--- src/rtl/ca_pkg.sv ---
// Shared definitions for the carry-less sequential divider: default factor
// width and the controller state encoding.
package ca_pkg;

    localparam int M_DEFAULT = 8;

    typedef enum logic [1:0] {
        IDLE = 2'd0,
        NORM = 2'd1,
        DIV  = 2'd2,
        DONE = 2'd3
    } state_t;

endpackage

--- src/rtl/ca_msb_find.sv ---
// Priority encoder: index of the most significant set bit of value, with a
// flag raised when value is all zeros.
module ca_msb_find #(
    parameter int W = 8
) (
    input  logic [W-1:0]         value,
    output logic [$clog2(W)-1:0] index,
    output logic                 zero
);

    localparam int IW = $clog2(W);

    // Ascending scan, so the highest set bit is the last one written.
    always_comb begin
        index = '0;
        zero  = 1'b1;
        for (int i = 0; i < W; i++) begin
            if (value[i]) begin
                index = IW'(i);
                zero  = 1'b0;
            end
        end
    end

endmodule

--- src/rtl/ca_div_seq.sv ---
// Sequential GF(2) polynomial divider: p = q*b ^ r, one shift-XOR reduction
// step per clock through a single reused datapath stage.
module ca_div_seq
    import ca_pkg::*;
#(
    parameter int M = M_DEFAULT
) (
    input  logic           clk,
    input  logic           rst,
    input  logic           start,
    input  logic [2*M-2:0] p,
    input  logic [M-1:0]   b,
    output logic           busy,
    output logic           done,
    output logic [M-1:0]   q,
    output logic [M-2:0]   r,
    output logic           err,
    output logic           ovf
);

    localparam int PW = 2 * M - 1;
    localparam int KW = $clog2(2 * M);
    localparam int DW = $clog2(M);

    state_t          state;
    state_t          state_next;
    logic [PW-1:0]   w_reg;
    logic [M-1:0]    b_reg;
    logic [PW-1:0]   q_acc;
    logic [KW-1:0]   k_reg;
    logic [DW-1:0]   d_reg;
    logic            err_reg;

    logic [DW-1:0]   msb_idx;
    logic            b_zero;
    logic            accept;
    logic [KW-1:0]   d_ext;
    logic [KW-1:0]   shamt;
    logic            k_real;
    logic            step;
    logic [PW-1:0]   b_shifted;

    ca_msb_find #(.W(M)) u_msb (
        .value (b_reg),
        .index (msb_idx),
        .zero  (b_zero)
    );

    assign accept    = start && (state == IDLE || state == DONE);
    assign d_ext     = KW'(d_reg);
    assign shamt     = k_reg - d_ext;
    assign b_shifted = {{(PW - M){1'b0}}, b_reg} << shamt;

    // k = 2M-1 marks an empty leading DIV cycle that makes the nonzero-divisor
    // latency 2M+2; the real reduction steps run k = 2M-2 down to 0.
    assign k_real = (k_reg != KW'(PW));
    assign step   = (state == DIV) && k_real && w_reg[k_reg] && (k_reg >= d_ext);

    always_comb begin
        state_next = state;
        busy       = (state == NORM) || (state == DIV);
        case (state)
            IDLE: if (start) state_next = NORM;
            NORM: state_next = b_zero ? DONE : DIV;
            DIV:  if (k_reg == '0) state_next = DONE;
            DONE: state_next = start ? NORM : IDLE;
            default: state_next = IDLE;
        endcase
    end

    always_ff @(posedge clk) begin
        if (rst) begin
            state   <= IDLE;
            w_reg   <= '0;
            b_reg   <= '0;
            q_acc   <= '0;
            k_reg   <= '0;
            d_reg   <= '0;
            err_reg <= 1'b0;
            done    <= 1'b0;
            q       <= '0;
            r       <= '0;
            err     <= 1'b0;
            ovf     <= 1'b0;
        end else begin
            state <= state_next;
            done  <= 1'b0;
            case (state)
                NORM: begin
                    err_reg <= b_zero;
                    d_reg   <= msb_idx;
                    k_reg   <= KW'(PW);
                end
                DIV: begin
                    if (step) begin
                        w_reg <= w_reg ^ b_shifted;
                        q_acc <= q_acc | (PW'(1) << shamt);
                    end
                    k_reg <= k_reg - 1'b1;
                end
                DONE: begin
                    done <= 1'b1;
                    err  <= err_reg;
                    if (err_reg) begin
                        q   <= '0;
                        r   <= '0;
                        ovf <= 1'b0;
                    end else begin
                        q   <= q_acc[M-1:0];
                        r   <= w_reg[M-2:0];
                        ovf <= |q_acc[PW-1:M];
                    end
                end
                default: ;
            endcase
            if (accept) begin
                w_reg   <= p;
                b_reg   <= b;
                q_acc   <= '0;
                err_reg <= 1'b0;
            end
        end
    end

endmodule

--- config.mk ---
export PLATFORM = sky130hd
export DESIGN_NAME = ca_div_seq
export DESIGN_NICKNAME = d
export VERILOG_FILES = /design/src/rtl/ca_pkg.sv /design/src/rtl/ca_msb_find.sv /design/src/rtl/ca_div_seq.sv
export SDC_FILE = /design/constraint.sdc
export NUM_CORES = 1
export LEC_CHECK = 0
export CORE_UTILIZATION = 57
export CTS_BUF_LIST = sky130_fd_sc_hd__clkbuf_2 sky130_fd_sc_hd__clkbuf_4 sky130_fd_sc_hd__clkbuf_8
export CTS_CLUSTER_SIZE = 25
export DETAILED_ROUTE_END_ITERATION = 16
export GPL_ROUTABILITY_DRIVEN = 0
export PLACE_DENSITY_LB_ADDON = 0.2
export SYNTH_ARGS = -nofsm -noshare
export SYNTH_HDL_FRONTEND = slang
export SYNTH_SLANG_ARGS = --single-unit
--- constraint.sdc ---
create_clock -name clk -period 3.67 [get_ports clk]
set_clock_uncertainty 0.2 [all_clocks]
set_input_delay 1.101 -clock clk [delete_from_list [all_inputs] [get_ports clk]]
set_output_delay 1.101 -clock clk [all_outputs]
set_load 0.005 [all_outputs]
### Word-level counts from Yosys, hierarchy flattened

Index checks and enable logic that the tools add are counted.

* flip-flop bits (word level): 66
* latch bits: 0
* RAM bits: 0
* bits in read-only memories: 0
* bits of input ports: 26
* output and inout bits: 19
* logic and storage cells: 72
* memories kept: 0

* add/subtract/negate cells: 2
* $mul: 0
* divide/modulo/power cells: 0
* magnitude comparators: 2
* eq/ne operators: 6
* shift-type cells: 2
* muxes and demuxes: 30
* bitwise logic cells: 2
* reductions and logical operators: 16

Operators with widths (count)
* $mux W15: 3
* $or A15 B15 Y15: 1
* $shl A1 B4 Y15 const A: 1
* $shl A8 B4 Y15: 1
* $xor A15 B15 Y15: 1
* $mux W1: 14
* $mux W3: 4
* $mux W2: 4
* $mux W8: 1
* $pmux W2 S4: 1
* $pmux W4 S2: 1
* $mux W7: 1
* $reduce_or A7 Y1: 1
* $reduce_and A2 Y1: 3
* $reduce_bool A2 Y1: 3
* $lt A4 B5 Y1 const B: 1
* $bmux W1 S4: 1
* $eq A2 B2 Y1 const B: 2
* $ge A4 B3 Y1: 1
* $logic_and A1 B1 Y1: 4
* $logic_not A4 Y1: 1
* $ne A4 B4 Y1 const B: 1
* $sub A4 B1 Y4 const B: 1
* $sub A4 B3 Y4: 1
* 6 further kinds: 7

### Depth between registers and ports, before layout

Gate-level depths: netlist (run 1).

* depth after elaboration: 10
* depth in mapped cells: 13

### By module

Synthesis (run 1) repeated with hierarchy kept, for this count alone.

* cells, all modules: 427
* area total of the unflattened synthesis: 3548.4 µm²

By module, submodules not included
* ca_div_seq: instances 1, cells an instance 416, area an instance 3480.8 µm², sequential area each 1321.3 µm²
* ca_msb_find: instances 1, cells an instance 11, area an instance 67.6 µm², sequential area each 0.0 µm²

### Least setup slack after synthesis (run 1)

OpenSTA, ideal clock, no wires.

* kind: reg-to-reg
* start point: reg k_reg[0]
* end point: reg w_reg[12]
* setup time: 0.091 ns
* data arrival time: 2.636 ns
* required time: 3.379 ns
* path slack: 0.743 ns
* cell stages (with the launch flop): 13
* period minus slack after synthesis: 2.927 ns
* path through: dfxtp_1 > buf_2 > inv_1 > ha_1 > inv_1 > fa_1 > clkbuf_1 > clkinv_1 > mux2i_1 > nand4_1 > o21a_1 > or3_1 > a311oi_1

* longest elaborated chain between the ends: 6

Ends and longest elaborated chain
* start: declaration: RTL line ca_div_seq.sv:30 `logic [KW-1:0] k_reg;`
* start signal: assignment: RTL line ca_div_seq.sv:92 `k_reg <= KW'(PW);`
* start signal: assignment: RTL line ca_div_seq.sv:99 `k_reg <= k_reg - 1'b1;`
* $sub A4 B3 Y4, or another cell as far along: RTL line ca_div_seq.sv:51 `assign shamt = k_reg - d_ext;`
* $shl A8 B4 Y15, or another cell as far along: RTL line ca_div_seq.sv:52 `assign b_shifted = {{(PW - M){1'b0}}, b_reg} << shamt;`
* $xor A15 B15 Y15 or $logic_and A1 B1 Y1 (tied branches): RTL line ca_div_seq.sv:96, ca_div_seq.sv:57
* $mux W15 or $logic_and A1 B1 Y1 (tied branches): RTL line ca_div_seq.sv:95, ca_div_seq.sv:57
* $mux W15 or $reduce_bool A2 Y1 (tied branches)
* $mux W15 or $reduce_and A2 Y1 (tied branches)
* end signal: assignment: RTL line ca_div_seq.sv:96 `w_reg <= w_reg ^ b_shifted;`
* end signal: assignment: RTL line ca_div_seq.sv:117 `w_reg <= p;`
* end: declaration: RTL line ca_div_seq.sv:27 `logic [PW-1:0] w_reg;`

Several ways; a longest one is shown, not always the timed one. The select of a mux whose other input is x is not followed.
A chain may end at the register's enable or synchronous reset.

### Worst setup path in the final report (run 1)

* start point: reg k_reg[0]
* end point: reg w_reg[14]

The elaborated chain is that of the path after synthesis.

==> run summary, run 1 <==
======================================================================================
Outcome                                                                      completed
Post-CTS Setup Inserts                                                               0
Achievable clock frequency                                                   0.309 GHz
Antenna violations before repair                                                     0
Peak supply drop                                                                446 uV
Final WS setup                                                                0.430 ns
Terminus of the critical flop-to-flop path                                   w_reg[14]
Via count of the first global-routing pass                                        2932
Via count                                                                         3220
Hold-fix buffers, CTS                                                                0
Deepest level of the CTS H-tree                                                      3
Worst slack at placement                                                      0.484 ns
Combinational group share of total power                                         56.6%
Critical Path Fanout Max                                                             9
First-pass DRT Iterations                                                            4
Area fraction of the dominant cell type after synthesis                          37.6%
TNS Setup                                                                         0 ns
Post-synthesis instance area                                               0.00352 mm2
Area of the die                                                            0.00649 mm2
Gate count after technology mapping                                                424
CTS sink cnt                                                                        66
Clock power frac                                                                 15.3%
Critical path data required time                                               3.72 ns
ANT nets after route                                                                 0
Sequential fraction of the synthesis area                                        37.6%
Power density over cell area                                                861 mW/mm2
Proportion of synthesized flip-flops having asynchronous set or reset               0%
Final count of negative-setup-slack endpoints                                        0
Cell leakage power                                                             1.55 nW
Count of instances resized after the clock tree is built                             0
Dominant register cell in the synthesized netlist                         sky130_fd_sc_hd__dfxtp_1
Switching portion of total power                                                 46.9%
Filler Cell Count                                                                  487
Classification of the worst-slack hold path                               flip-flop to flip-flop
Top cell types by occurrence after synthesis                              sky130_fd_sc_hd__dfxtp_1, sky130_fd_sc_hd__nor2_1, sky130_fd_sc_hd__a21oi_1
Shortest period the worst path allows                                          3.24 ns
Arrival time of data at the critical path endpoint                             3.29 ns
Final max-slew violation count                                                       0
Fraction of layout cells with a size suffix above 1                              8.24%
Maximum number of buffers from clock root to sink                                    2
Max-capacitance violation count                                                      0
Ratio of routed vias to standard cells                                            6.01
Total Nets Final                                                                   493
Clock tree root buffer cell                                               sky130_fd_sc_hd__clkbuf_8
Row cnt                                                                             28
Pin count of the biggest net entering global routing                                29
Reg-to-reg slack, setup                                                        0.43 ns
Placed Cells incl. Taps                                                            520
Area of combinational cells with multiple inputs                           0.00201 mm2
Antenna fix cells                                                                    0
Number of synthesized register bits                                                 66
Worst relative slew slack                                                        59.2%
Post-route non-filler standard cell count                                          536
Wire length of the first global-routing pass                                   13.9 mm
Number of distinct standard cells referenced by the synthesized netlist             49
Mean instance size in the synthesized netlist                                 8.30 um2
Top cells by area in the synthesized netlist                              sky130_fd_sc_hd__dfxtp_1, sky130_fd_sc_hd__nor2_1, sky130_fd_sc_hd__mux2i_1
Slew @ Worst Pin                                                              0.610 ns
Core box area                                                              0.00592 mm2
Endpoints failing hold                                                               0
Detailed Route Iter0 Violations                                                    206
Number of buffers inserted during clock tree synthesis                               9
DRC Markers                                                                          0
Area added between synthesis and finish                                          18.5%
Detail Placement HPWL                                                          6.00 mm
Element type at the critical path start                                      flip-flop
Clock tree from TritonCTS                                                        built
Sequential fraction of design power                                              28.1%
P_sw                                                                           1.68 mW
Overall routing resource usage                                                   27.9%
Count of port buffers added during placement                                        44
Most numerous cell in the Yosys netlist                                   sky130_fd_sc_hd__dfxtp_1
Leading area contributor after synthesis                                  sky130_fd_sc_hd__dfxtp_1
Internal power                                                                 1.91 mW
Setup Crit Path Kind                                                      flip-flop to flip-flop
Width of the die                                                               80.6 um
Syn Nets                                                                           461
Die Y                                                                          80.6 um
Clock transition at the registers of the reported paths                        0.07 ns
Share of the clock period used by the worst path                                 88.3%
Worst setup path startpoint                                                   k_reg[0]
Clk_lat worst skew                                                             0.35 ns
Cells on worst reg2reg path                                                         10
RSZ-0062 raised after global routing                                             false
GR Overflow Total                                                                    0
Reg2Reg Launch Point                                                          k_reg[0]
Starting Density                                                                 59.4%
Number of enable-type register cells in the synthesized netlist                      0
Sequential Area                                                            0.00132 mm2
Warnings from Yosys                                                                  0
Capturing element type of the critical path                                  flip-flop
Critical Path Sink                                                           w_reg[14]
Routed wirelength normalized by instance count                                 15.8 um
Io pins                                                                             45
Total wirelength of the detailed-routed design                                 8.46 mm
======================================================================================
-- cell usage in the layout (no fill, tap or decap), types with 4 or more instances in the layout --
cell | Yosys | final
sky130_fd_sc_hd__a31oi_1 | 17 | 17
sky130_fd_sc_hd__mux2_2 | 4 | 4
sky130_fd_sc_hd__buf_4 | 0 | 11
sky130_fd_sc_hd__and4_1 | 6 | 6
sky130_fd_sc_hd__nor2b_1 | 12 | 12
sky130_fd_sc_hd__or3_1 | 4 | 4
sky130_fd_sc_hd__dfxtp_1 | 66 | 66
sky130_fd_sc_hd__nor2_1 | 59 | 59
sky130_fd_sc_hd__ha_1 | 10 | 10
sky130_fd_sc_hd__nand3b_1 | 12 | 12
sky130_fd_sc_hd__clkdlybuf4s50_1 | 0 | 44
sky130_fd_sc_hd__o21ai_0 | 8 | 8
sky130_fd_sc_hd__a311oi_1 | 12 | 12
sky130_fd_sc_hd__inv_1 | 10 | 10
sky130_fd_sc_hd__nor3_1 | 8 | 8
sky130_fd_sc_hd__clkbuf_8 | 0 | 10
sky130_fd_sc_hd__nand2_1 | 33 | 33
sky130_fd_sc_hd__a21oi_1 | 34 | 34
sky130_fd_sc_hd__nand2b_1 | 17 | 17
sky130_fd_sc_hd__nor4_1 | 9 | 9
sky130_fd_sc_hd__mux2i_1 | 19 | 19
sky130_fd_sc_hd__a211oi_1 | 9 | 9
-- metal layers --
metal	up-vias	GRT usage, %	wire, um
met5	-	0	0
met4	0	7.50	100
met3	13	7.27	505
met2	91	44.8	3940
met1	1523	36.6	3920
li1	1593	-	-
-- through the flow --
step / utilization (%) / power [mW] / hold slack [ns] / cell area [um2]
6_report: 70.4 / 3.59 / 0.266 / 4170
5_1_grt: 70.4 / 3.86 / 0.292 / 4170
4_1_cts: 70.4 / 3.57 / 0.271 / 4170
3_5_place_dp: 67.4 / 3.01 / 0.259 / 3990
3_3_place_gp: 67.4 / 2.96 / 0.247 / 3990
2_1_floorplan: - / 2.55 / 0.237 / 3520
-- worst min-delay path by stage --
stage / depth (start not counted) / startpoint / end / slack [ns]
after floorplan: 2 / q_acc[1] / q_acc[1] / 0.24
after global placement: 2 / q_acc[11] / q_acc[11] / 0.25
after detailed placement: 2 / q[7] / q[7] / 0.26
after CTS: 2 / q[7] / q[7] / 0.27
after global routing: 2 / q[3] / q[3] / 0.29
final: 2 / q[7] / q[7] / 0.27
-- cells by family after synthesis --
family | share of synthesized area (%)
fa+ha+maj | 4.13
xor+xnor | 0.498
buf+inv | 5.23
simple gates | 25.0
compound gates | 19.2
mux | 8.39
flops | 37.6
-- critical path, cell delays in order (launching register included) --
cell and delay, ns:
sky130_fd_sc_hd__dfxtp_1 0.42, sky130_fd_sc_hd__inv_1 0.20, sky130_fd_sc_hd__ha_1 0.19, sky130_fd_sc_hd__inv_1 0.05
sky130_fd_sc_hd__fa_1 0.43, sky130_fd_sc_hd__xnor2_1 0.46, sky130_fd_sc_hd__mux2i_1 0.25, sky130_fd_sc_hd__mux2i_1 0.11
sky130_fd_sc_hd__mux2_4 0.29, sky130_fd_sc_hd__or3_1 0.30, sky130_fd_sc_hd__a311oi_1 0.25
-- power groups by stage --
stage / Sequential, mW / Combinational, mW / Clock [mW]
2_1_floorplan: 0.940 / 1.61 / 0
3_3_place_gp: 1.01 / 1.95 / 0
3_5_place_dp: 1.02 / 1.99 / 0
4_1_cts: 1.00 / 2.01 / 0.561
5_1_grt: 1.02 / 2.24 / 0.594
6_report: 1.01 / 2.03 / 0.550
-- layout make-up --
| type | instances | area share [%] |
|---|---|---|
| multi-input cells | 313 | 48.3 |
| flip-flops and latches | 66 | 31.7 |
| repair buffers | 55 | 12.5 |
| clock buffers | 11 | 3.48 |
| well taps | 75 | 2.25 |
| inverters | 11 | 0.991 |
| clock inverters | 5 | 0.721 |
(Power assumes the default switching activity.)
==> run 2: changes to the inputs <==
--- a/config.mk
+++ b/config.mk
@@ -5,6 +5,7 @@
 export SDC_FILE = /design/constraint.sdc
 export NUM_CORES = 1
 export LEC_CHECK = 0
+export ABC_AREA = 0
 export CORE_UTILIZATION = 57
 export CTS_BUF_LIST = sky130_fd_sc_hd__clkbuf_2 sky130_fd_sc_hd__clkbuf_4 sky130_fd_sc_hd__clkbuf_8
 export CTS_CLUSTER_SIZE = 25
==> results of run 2 <==
No change in the layout: final DEF, timing and power equal those of run 1.
